<file path="src/rtl/fetch_unit.sv">
// -----------------------------------------------------------------------------
// fetch_unit
//
// Instruction fetch sequencer. It reads one or two 16-bit words from the
// instruction memory at the address supplied by the PC unit. After each word
// is accepted it asks the PC unit to advance by one word. A one-cycle valid
// pulse then marks the latched instruction, and its optional immediate, as
// ready.
//
// Ports
//   clk          in   1   sole clock, rising edge
//   rst          in   1   synchronous active-high reset
//   en           in   1   fetch request, sampled only in IDLE
//   flush        in   1   abort the fetch in flight, return to IDLE
//   pc_in        in  16   current PC from the PC unit
//   mem_data_in  in  16   instruction memory read data
//   mem_ack      in   1   read complete, mem_data_in valid this cycle
//   mem_addr     out 16   read address, a combinational copy of pc_in
//   mem_rd       out  1   read request, high in FETCH1/FETCH2
//   pc_en        out  1   PC unit enable, high in INC1/INC2
//   pc_op        out  2   PC operation (PC_INC in INC1/INC2, else PC_NOP)
//   instr_out    out 16   latched first instruction word
//   imm_out      out 16   latched immediate word
//   has_imm      out  1   bit 8 of the latched instruction word
//   valid        out  1   one-cycle pulse, fetch complete
//   dbg_state_o  out  3   current FSM state, for observation only
//
// Memory handshake: mem_rd is a level request held for as long as the FSM sits
// in a FETCH state. The word is transferred in the cycle where mem_rd and
// mem_ack are both high. mem_ack is ignored in every other cycle. The address
// is not sampled here; the memory sees pc_in directly.
// -----------------------------------------------------------------------------
module fetch_unit (
  input  logic        clk,
  input  logic        rst,
  input  logic        en,
  input  logic        flush,
  input  logic [15:0] pc_in,
  input  logic [15:0] mem_data_in,
  input  logic        mem_ack,
  output logic [15:0] mem_addr,
  output logic        mem_rd,
  output logic        pc_en,
  output logic [1:0]  pc_op,
  output logic [15:0] instr_out,
  output logic [15:0] imm_out,
  output logic        has_imm,
  output logic        valid,
  output logic [2:0]  dbg_state_o
);

  // PC unit operation encodings, shared with the PC unit.
  localparam logic [1:0] PC_NOP = 2'b00;
  localparam logic [1:0] PC_INC = 2'b01;

  typedef enum logic [2:0] {
    S_IDLE   = 3'd0,
    S_FETCH1 = 3'd1,
    S_INC1   = 3'd2,
    S_FETCH2 = 3'd3,
    S_INC2   = 3'd4,
    S_DONE   = 3'd5
  } state_e;

  state_e      state_q, state_d;
  logic [15:0] instr_q, instr_d;
  logic [15:0] imm_q,   imm_d;
  logic        has_imm_q, has_imm_d;

  // ---------------------------------------------------------------------------
  // State and capture registers
  // ---------------------------------------------------------------------------
  always_ff @(posedge clk) begin
    if (rst) begin
      state_q   <= S_IDLE;
      instr_q   <= 16'h0000;
      imm_q     <= 16'h0000;
      has_imm_q <= 1'b0;
    end else begin
      state_q   <= state_d;
      instr_q   <= instr_d;
      imm_q     <= imm_d;
      has_imm_q <= has_imm_d;
    end
  end

  // ---------------------------------------------------------------------------
  // Next state and capture. Flush is checked first in every state. A word that
  // is acknowledged in the same cycle as a flush is therefore dropped, and the
  // latched words keep their old values.
  // ---------------------------------------------------------------------------
  always_comb begin
    state_d   = state_q;
    instr_d   = instr_q;
    imm_d     = imm_q;
    has_imm_d = has_imm_q;

    if (flush) begin
      state_d = S_IDLE;
    end else begin
      unique case (state_q)
        S_IDLE: begin
          if (en) state_d = S_FETCH1;
        end
        S_FETCH1: begin
          if (mem_ack) begin
            instr_d   = mem_data_in;
            has_imm_d = mem_data_in[8];
            state_d   = S_INC1;
          end
        end
        S_INC1: begin
          // Use the registered flag captured with the first word.
          state_d = has_imm_q ? S_FETCH2 : S_DONE;
        end
        S_FETCH2: begin
          if (mem_ack) begin
            imm_d   = mem_data_in;
            state_d = S_INC2;
          end
        end
        S_INC2: begin
          state_d = S_DONE;
        end
        S_DONE: begin
          // en is not looked at here. Back-to-back fetches always pass
          // through one IDLE cycle.
          state_d = S_IDLE;
        end
        default: begin
          state_d = S_IDLE;
        end
      endcase
    end
  end

  // ---------------------------------------------------------------------------
  // Moore outputs, decoded from the state register only. A flush in INC1/INC2
  // still lets that cycle's increment through, so the PC stays word-aligned
  // with what was consumed from memory.
  // ---------------------------------------------------------------------------
  always_comb begin
    mem_rd = 1'b0;
    pc_en  = 1'b0;
    pc_op  = PC_NOP;
    valid  = 1'b0;
    unique case (state_q)
      S_FETCH1, S_FETCH2: mem_rd = 1'b1;
      S_INC1, S_INC2: begin
        pc_en = 1'b1;
        pc_op = PC_INC;
      end
      S_DONE:  valid = 1'b1;
      default: begin
        mem_rd = 1'b0;
      end
    endcase
  end

  // The address passes straight through. The PC unit does all the
  // arithmetic, so the second word is read from the post-increment PC.
  assign mem_addr    = pc_in;
  assign instr_out   = instr_q;
  assign imm_out     = imm_q;
  assign has_imm     = has_imm_q;
  assign dbg_state_o = state_q;

endmodule

</file>
<file path="config.mk">
export PLATFORM = sky130hd
export DESIGN_NAME = fetch_unit
export DESIGN_NICKNAME = d
export VERILOG_FILES = /design/src/rtl/fetch_unit.sv
export SDC_FILE = /design/constraint.sdc
export NUM_CORES = 1
export LEC_CHECK = 0
export CORE_ASPECT_RATIO = 0.6
export CORE_MARGIN = 2
export CORE_UTILIZATION = 30
export CTS_CLUSTER_SIZE = 30
export DETAILED_ROUTE_END_ITERATION = 10
export PLACE_DENSITY = 0.7
export RECOVER_POWER = 25
export SETUP_SLACK_MARGIN = 0.2
export SYNTH_ARGS = -nofsm -noshare
export SYNTH_HDL_FRONTEND = slang
export SYNTH_SLANG_ARGS = --single-unit
export TNS_END_PERCENT = 30
</file>
<file path="constraint.sdc">
create_clock -name clk -period 3.4 [get_ports clk]
set_clock_uncertainty 0.1 [all_clocks]
set_input_delay 0.68 -clock clk [delete_from_list [all_inputs] [get_ports clk]]
set_output_delay 0.68 -clock clk [all_outputs]
set_load 0.005 [all_outputs]
</file>
; Word-level counts from Yosys, hierarchy flattened
; Index checks and enable logic that the tools add are counted.
[classes]
n_addsub = 0
n_mul = 0
div_mod_pow = 0
magnitude_cmp = 0
n_eq_ne = 8
shift = 0
mux = 9
bitwise = 1
reduce_logical = 7
[ops]
columns = cell, n
row1 = 3-bit case mux with 5 select lines, 1
row2 = 3-bit 2-to-1 mux, 4
row3 = 3-bit AND reduction, 3
row4 = 3-bit by 2-bit equality test with 1-bit output (second input constant), 2
row5 = 3-bit equality test (second input constant), 2
row6 = 2-bit != test (second input constant), 3
row7 = 2-bit OR reduction, 3
row8 = 1-bit 2-to-1 mux, 4
row9 = 3-bit by 1-bit equality test with 1-bit output (second input constant), 1
row10 = 3-bit logical NOT, 1
row11 = 1-bit NOT, 1
[word_totals]
ff_bits = 36
latchBits = 0
ramBits = 0
romBits = 0
inputBits = 37
out_inout_bits = 57
wordCells = 29
n_memories = 0

; Longest topological paths before layout
; Gate-level depths: netlist of run 1.
[logic_depth]
depth_word = 3
mapped_depth = 5

; Least setup slack after synthesis of run 1
; No wires, ideal clock.
[synth_path]
kind = register to output
start = reg state_q[1], in the netlist dbg_state_o[1]
end = out pc_op[0]
arrival_time_ns = 0.889
required_time_ns = 2.620
slack_ns = 1.731
path_stages_with_launch = 5
path_buffers = 2
path_cell_list = dfxtp_1 > buf_2 > xnor2_1 > nor2_1 > buf_4
[synth_via]
elab_chain_cells = 3
elab_cells_between_ends = 4
cone_classes = eq/ne: 2 / mux: 1 / reduce/logical: 1
[synth_lines]
columns = element, line
row1 = start: declaration, 65  ; state_e state_q, state_d;
row2 = start signal: assignment, 80  ; state_q <= state_d;
row3 = 3-bit by 2-bit equality test with 1-bit output / 3-bit equality test (equally long branches), 147  ; unique case (state_q)
row4 = 2-bit OR reduction (*), 147
row5 = 1-bit 2-to-1 mux (*), 147
row6 = end: declaration, 44  ; output logic [1:0] pc_op,
; Mark *: on every way between the ends. The rest lies on a longest branch, timed or not.

; Worst setup path after layout of run 1
[layout_path]
start = reg state_q[2], in the netlist dbg_state_o[2]
end = out valid
[layout_via]
elab_chain_cells = 2
[layout_lines]
columns = element, line
row1 = 3-bit equality test, 147
row2 = 1-bit 2-to-1 mux, 147
row3 = end: declaration, 48  ; output logic valid,
; Every way passes these cells.

==> flow_metrics.py, run 1 <==
metrics = {
    "outcome": {
        "status": "completed",
    },
    "critical_path": {
        "start_kind": "register",
        "critPathCaptureType": "output port",
        "rr_startpoint": "dbg_state_o[0]",
        "worstSetupPathType": "register to output port",
        "crit_arrival_ns": 1.70,
        "r2r_cells": 3,
        "worstPathMaxFanout": 9,
        "required_ns": 2.62,
        "critical_path.startpoint": "dbg_state_o[2]",
    },
    "die": {
        "rows": 21,
        "die_h_um": 62.58,
        "floorplan.die.width_um": 101.6,
        "ios": 94,
        "dieArea_sq_um": 6359,
        "initial_utilization_pct": 30.94,
        "coreArea_sq_um": 5544,
    },
    "synthesis": {
        "synth_nets": 205,
        "ys_seq_elements": 35,
        "synthCells": 168,
        "ys_seq_area_share_pct": 40.85,
        "synth_top_area_cell": "dfxtp_1",
        "syn_area_sq_um": 1715,
        "synth_common_cells": "nand2b_1 (49), dfxtp_1 (35), mux2i_1 (32)",
        "synth_warnings": 0,
        "async_reset_ff_share_pct": 0,
        "synth.distinct_cells": 27,
        "synth.area.top_cells": "dfxtp_1 (41%), mux2i_1 (19%), nand2b_1 (18%), buf_4 (8.3%), buf_6 (1.3%)",
        "synth_top_area_share_pct": 40.85,
        "syn_avg_cell_area_sq_um": 10.21,
        "synth.most_common_cell": "nand2b_1",
        "synth_edf_count": 0,
        "synth_top_flop_cell": "dfxtp_1",
    },
    "global_route": {
        "grt_max_degree": 37,
        "grt_pass1_wl_um": 5347,
        "grtUsageTotal_pct": 10.85,
        "grt_overflow": 0,
        "antenna_found_initial": 0,
        "grt_pass1_vias": 1088,
    },
    "final_layout": {
        "drive_gt1_share_pct": 7.177,
        "diodes": 0,
        "syn_to_final_growth_pct": 35.08,
        "nNetsFinal": 245,
        "fin_util_pct": 41.80,
    },
    "timing": {
        "post-route-period-util_pct": 72.99,
        "finalSetupViolCount": 0,
        "slew_headroom_pct": 43.36,
        "setup_tns_ns": 0,
        "drv_slew": 0,
        "worst_pin_slew_ns": 0.8469,
        "rsz0062_at_grt": "no",
        "hold_viol_final": 0,
        "setup_ws_ns": 0.9184,
        "period_minus_slack_ns": 2.482,
        "fmax_mhz": 403.0,
    },
    "clocking": {
        "cts_buffers": 5,
        "postCtsSetupBuffers": 0,
        "htreeDepth": 2,
        "cts_hold_buf": 0,
        "root_buffer": "clkbuf_8",
        "clk_latency_ns": 0.28,
        "cts_resized": 0,
        "clockBufferDepth": 2,
        "cts.sinks": 35,
        "cts_tree": "done",
        "clkTransAtPathRegs_ns": 0.07,
    },
    "pwr": {
        "peakVddDrop_v": 0.0001603,
        "fin_total_pwr_mw": 0.8164,
        "power.density_nw_per_um2": 352.3,
        "p_leak_nw": 0.9075,
    },
    "routing": {
        "routed_wl_um": 3510,
        "route.met3.wl_um": 279,
        "post_drt_wl_per_cell_um": 12.15,
        "drt_first_iter_violations": 29,
        "wirelength_met1_um": 1819,
        "wl_met2_um": 1397,
        "firstDrtPassIters": 4,
        "drtAntennaViolNets": 0,
        "highest_layer": "met4",
        "remaining_drc_errors": 0,
        "vias": 1195,
        "avgViaCountPerCell": 4.135,
    },
    "placement": {
        "place_ws_ns": 0.9166,
        "place_congestion": 0.7593,
        "portBuffers": 60,
        "dp_hpwl_um": 2560,
    },
    "hold_path": {
        "hp-class": "register to register",
        "worstHoldStart": "instr_out[15]",
        "whs_path_depth": 2,
    },
    "run": {
        "max_cap_violations": 0,
    },
}
[critical path, cell delays in order (launching register included)]
cell and delay [ns]:
dfxtp_1 0.57, inv_1 0.11, nor3b_1 0.21, clkdlybuf4s50_1 0.54
[registers in the layout, indices dropped and copies added (netlist names)]
name / flops
instr_out: 16
imm_out: 16
dbg_state_o: 3
[layer usage]
metal	track usage [%]	vias up
met5	0	-
met4	3.041	0
met3	5.257	3
met2	13.98	47
met1	15.73	538
li1	-	607
[final cells by class]
cell class / instances / area, sq um
repair buffers: 62 / 615.6
flip-flops and latches: 35 / 700.7
fillers: 546 / 3227
well taps: 80 / 100.1
multi-input cells: 103 / 797.0
clock buffers: 8 / 100.1
inverters: 1 / 3.754
[through the flow]
step / std cells / area, sq um / hold slack (ns)
final: 289 / 2317 / 0.3718
after floorplan: 168 / 1715 / 0.3650
after CTS: 289 / 2317 / 0.3780
after detailed placement: 281 / 2217 / 0.3660
after global routing: 289 / 2317 / 0.4035
after global placement: 281 / 2217 / 0.3624
[path summary, 6_finish.rpt]
path / end / slack, ns
worst max register to register: imm_out[2] / 1.80
worst min-delay path: instr_out[15] / 0.37
worst max-delay path: valid / 0.92
worst min register to register: instr_out[15] / 0.37
[report_power, final]
part / switching (mW) / internal (mW)
clock: 0.144 / 0.185
sequential: 0.00355 / 0.413
combinational: 0.0251 / 0.0455
total: 0.173 / 0.644
[layout by cell type (no fill, tap or decap), types with 2 or more instances in the layout]
master,Yosys,layout
dfxtp_1,35,35
o21ai_0,2,2
nand2b_1,49,49
mux2i_1,32,32
dlygate4sd3_1,0,6
nor2_1,4,4
clkdlybuf4s50_1,0,54
clkbuf_8,0,7
buf_4,19,2
[cells by family (layout without fill, tap and decap cells)]
group | count (synthesis) | in the layout | share of synthesized area [%]
buffers and inverters | 30 | 71 | 12.69
DFF | 35 | 35 | 40.85
muxes | 32 | 32 | 18.67
other | 1 | 1 | 0.2186
and+or+nand+nor | 65 | 65 | 25.31
AOI/OAI and AO/OA | 4 | 4 | 1.750
xor gates and xnor gates | 1 | 1 | 0.5107
(Power assumes the default switching activity.)
==> inputs of run 2 (changes only) <==
--- a/config.mk
+++ b/config.mk
@@ -10,7 +10,7 @@
 export CORE_UTILIZATION = 30
 export CTS_CLUSTER_SIZE = 30
 export DETAILED_ROUTE_END_ITERATION = 10
-export PLACE_DENSITY = 0.7
+export PLACE_DENSITY = 0.72
 export RECOVER_POWER = 25
 export SETUP_SLACK_MARGIN = 0.2
 export SYNTH_ARGS = -nofsm -noshare
==> constraint.sdc (replaced) <==
create_clock -name clk -period 2.1 [get_ports clk]
set_clock_uncertainty 0.1 [all_clocks]
set_input_delay 0.42 -clock clk [delete_from_list [all_inputs] [get_ports clk]]
set_output_delay 0.42 -clock clk [all_outputs]
set_load 0.005 [all_outputs]
==> run 2 against run 1 <==
- power is 54% higher
- die area stayed put
- non-clock buffer count is 3 higher
- largest power group unchanged
- first-iteration DRC count is 55% higher
- flip-flop and latch count stayed put
- utilization is 0.23 points higher
==> flow_metrics.py, run 2 (synthesized netlist as in run 1, its figures left out) <==
metrics = {
    "final_layout": {
        "nNetsFinal": 248,
        "final-seq-area_sq_um": 703.2,
        "multi_input_area_sq_um": 797.0,
        "syn_to_final_growth_pct": 35.81,
        "layout_commonest_cell": "clkdlybuf4s50_1",
        "final_cell_mix": "clkdlybuf4s50_1 (57), nand2b_1 (49), dfxtp_1 (33)",
        "drive_gt1_share_pct": 8.019,
        "fillers": 540,
        "final_cell_count_no_fill": 292,
        "diodes": 0,
    },
    "timing": {
        "drv_slew": 0,
        "hold_viol_final": 0,
        "period_minus_slack_ns": 1.896,
        "fmax_mhz": 527.5,
        "setup_ws_ns": 0.2043,
        "rsz0062_at_grt": "yes",
        "finalSetupViolCount": 0,
        "setup_tns_ns": 0,
        "fin_hold_ws_ns": 0.3708,
        "post-route-period-util_pct": 90.27,
    },
    "die": {
        "rows": 21,
        "floorplan.die.width_um": 101.6,
        "dieArea_sq_um": 6359,
        "coreArea_sq_um": 5544,
        "initial_utilization_pct": 30.94,
        "ios": 94,
        "die_h_um": 62.58,
    },
    "pwr": {
        "fin_total_pwr_mw": 1.253,
        "power.density_nw_per_um2": 538.0,
        "p_leak_nw": 0.9145,
        "peakVddDrop_v": 0.0002232,
    },
    "clocking": {
        "cts_tree": "done",
        "clkTransAtPathRegs_ns": 0.07,
        "clk_latency_ns": 0.27,
        "htreeDepth": 2,
        "cts.sinks": 35,
        "root_buffer": "clkbuf_8",
        "clockBufferDepth": 2,
        "cts_buffers": 5,
    },
    "routing": {
        "drtAntennaViolNets": 0,
        "remaining_drc_errors": 0,
        "avgViaCountPerCell": 4.079,
        "post_drt_wl_per_cell_um": 11.90,
        "drt_first_iter_violations": 45,
        "routed_wl_um": 3476,
        "vias": 1191,
        "firstDrtPassIters": 4,
    },
    "global_route": {
        "grt_overflow": 0,
        "grt_pass1_wl_um": 5768,
        "grtUsageTotal_pct": 11.45,
        "grt_max_degree": 51,
        "grt_pass1_vias": 1204,
        "antenna_found_initial": 0,
    },
    "critical_path": {
        "required_ns": 1.58,
        "critPathCaptureType": "output port",
        "worst-path-buf-inv": 2,
        "worstPathCellList": "buf_4 -> clkdlybuf4s50_1",
        "critPathTopFamily": "buffers and inverters",
        "start_kind": "register",
        "worstSetupPathType": "register to output port",
        "crit_path_top_delay_cell": "clkdlybuf4s50_1",
        "slowest_delay_ns": 0.52,
        "crit_arrival_ns": 1.38,
        "worstPathMaxFanout": 10,
    },
    "placement": {
        "dp.cells": 283,
        "dp_hpwl_um": 2489,
        "place_congestion": 0.7581,
        "place_ws_ns": 0.1217,
        "portBuffers": 60,
    },
    "hold_path": {
        "hp-class": "register to register",
    },
    "run": {
        "max_cap_violations": 0,
    },
    "outcome": {
        "status": "completed",
    },
}
## run 2: worst paths after layout
kind	from	cells after the start	slack, ns	endpoint
setup / recovery	dbg_state_o[1]	2	0.20	dbg_state_o[1]
hold / removal	instr_out[14]	2	0.37	instr_out[14]
setup reg to reg	dbg_state_o[1]	4	0.58	instr_out[11]
hold reg to reg	instr_out[14]	2	0.37	instr_out[14]
## run 2: metrics by stage
step	util [%]	instance area [sq um]
after CTS	42.18	2338
after global placement	40.49	2245
final	42.02	2330
after floorplan	-	1715
after detailed placement	40.49	2245
after global routing	42.02	2330
## run 2: report_power, final
| part | internal (mW) | switching (mW) | leakage, nW |
|---|---|---|---|
| registers | 0.670 | 0.00458 | 0.283 |
| clock network | 0.233 | 0.229 | 0.0422 |
| logic | 0.0753 | 0.0425 | 0.589 |
| total | 0.978 | 0.276 | 0.914 |
## run 2: final cells by class
type	instances	share of cell area, %
flip-flops and latches	35	30.18
clock inverters	1	0.2148
repair buffers	65	27.66
clock buffers	7	3.276
inverters	1	0.1611
well taps	80	4.296
multi-input cells	103	34.21
## run 2: repair_timing
item	in CTS	in global routing
setup endpoints to repair	5	3
hold buffers	0	0
setup buffers	1	0
resized for setup	5	1
## run 2: layer usage
| metal | track usage, % | share of wire [%] | up-vias | wire length (um) |
|---|---|---|---|---|
| li1 | - | - | 614 | - |
| met4 | 2.534 | 0.37 | 0 | 13 |
| met2 | 16.78 | 41 | 48 | 1416 |
| met3 | 4.922 | 7.9 | 2 | 276 |
| met5 | 0 | 0 | - | 0 |
| met1 | 15.55 | 51 | 527 | 1770 |
## run 2: worst min-delay path, cell delays in order (launching register included)
cell,delay (ns)
dfxtp_1,0.31
nand2b_1,0.06
mux2i_1,0.05
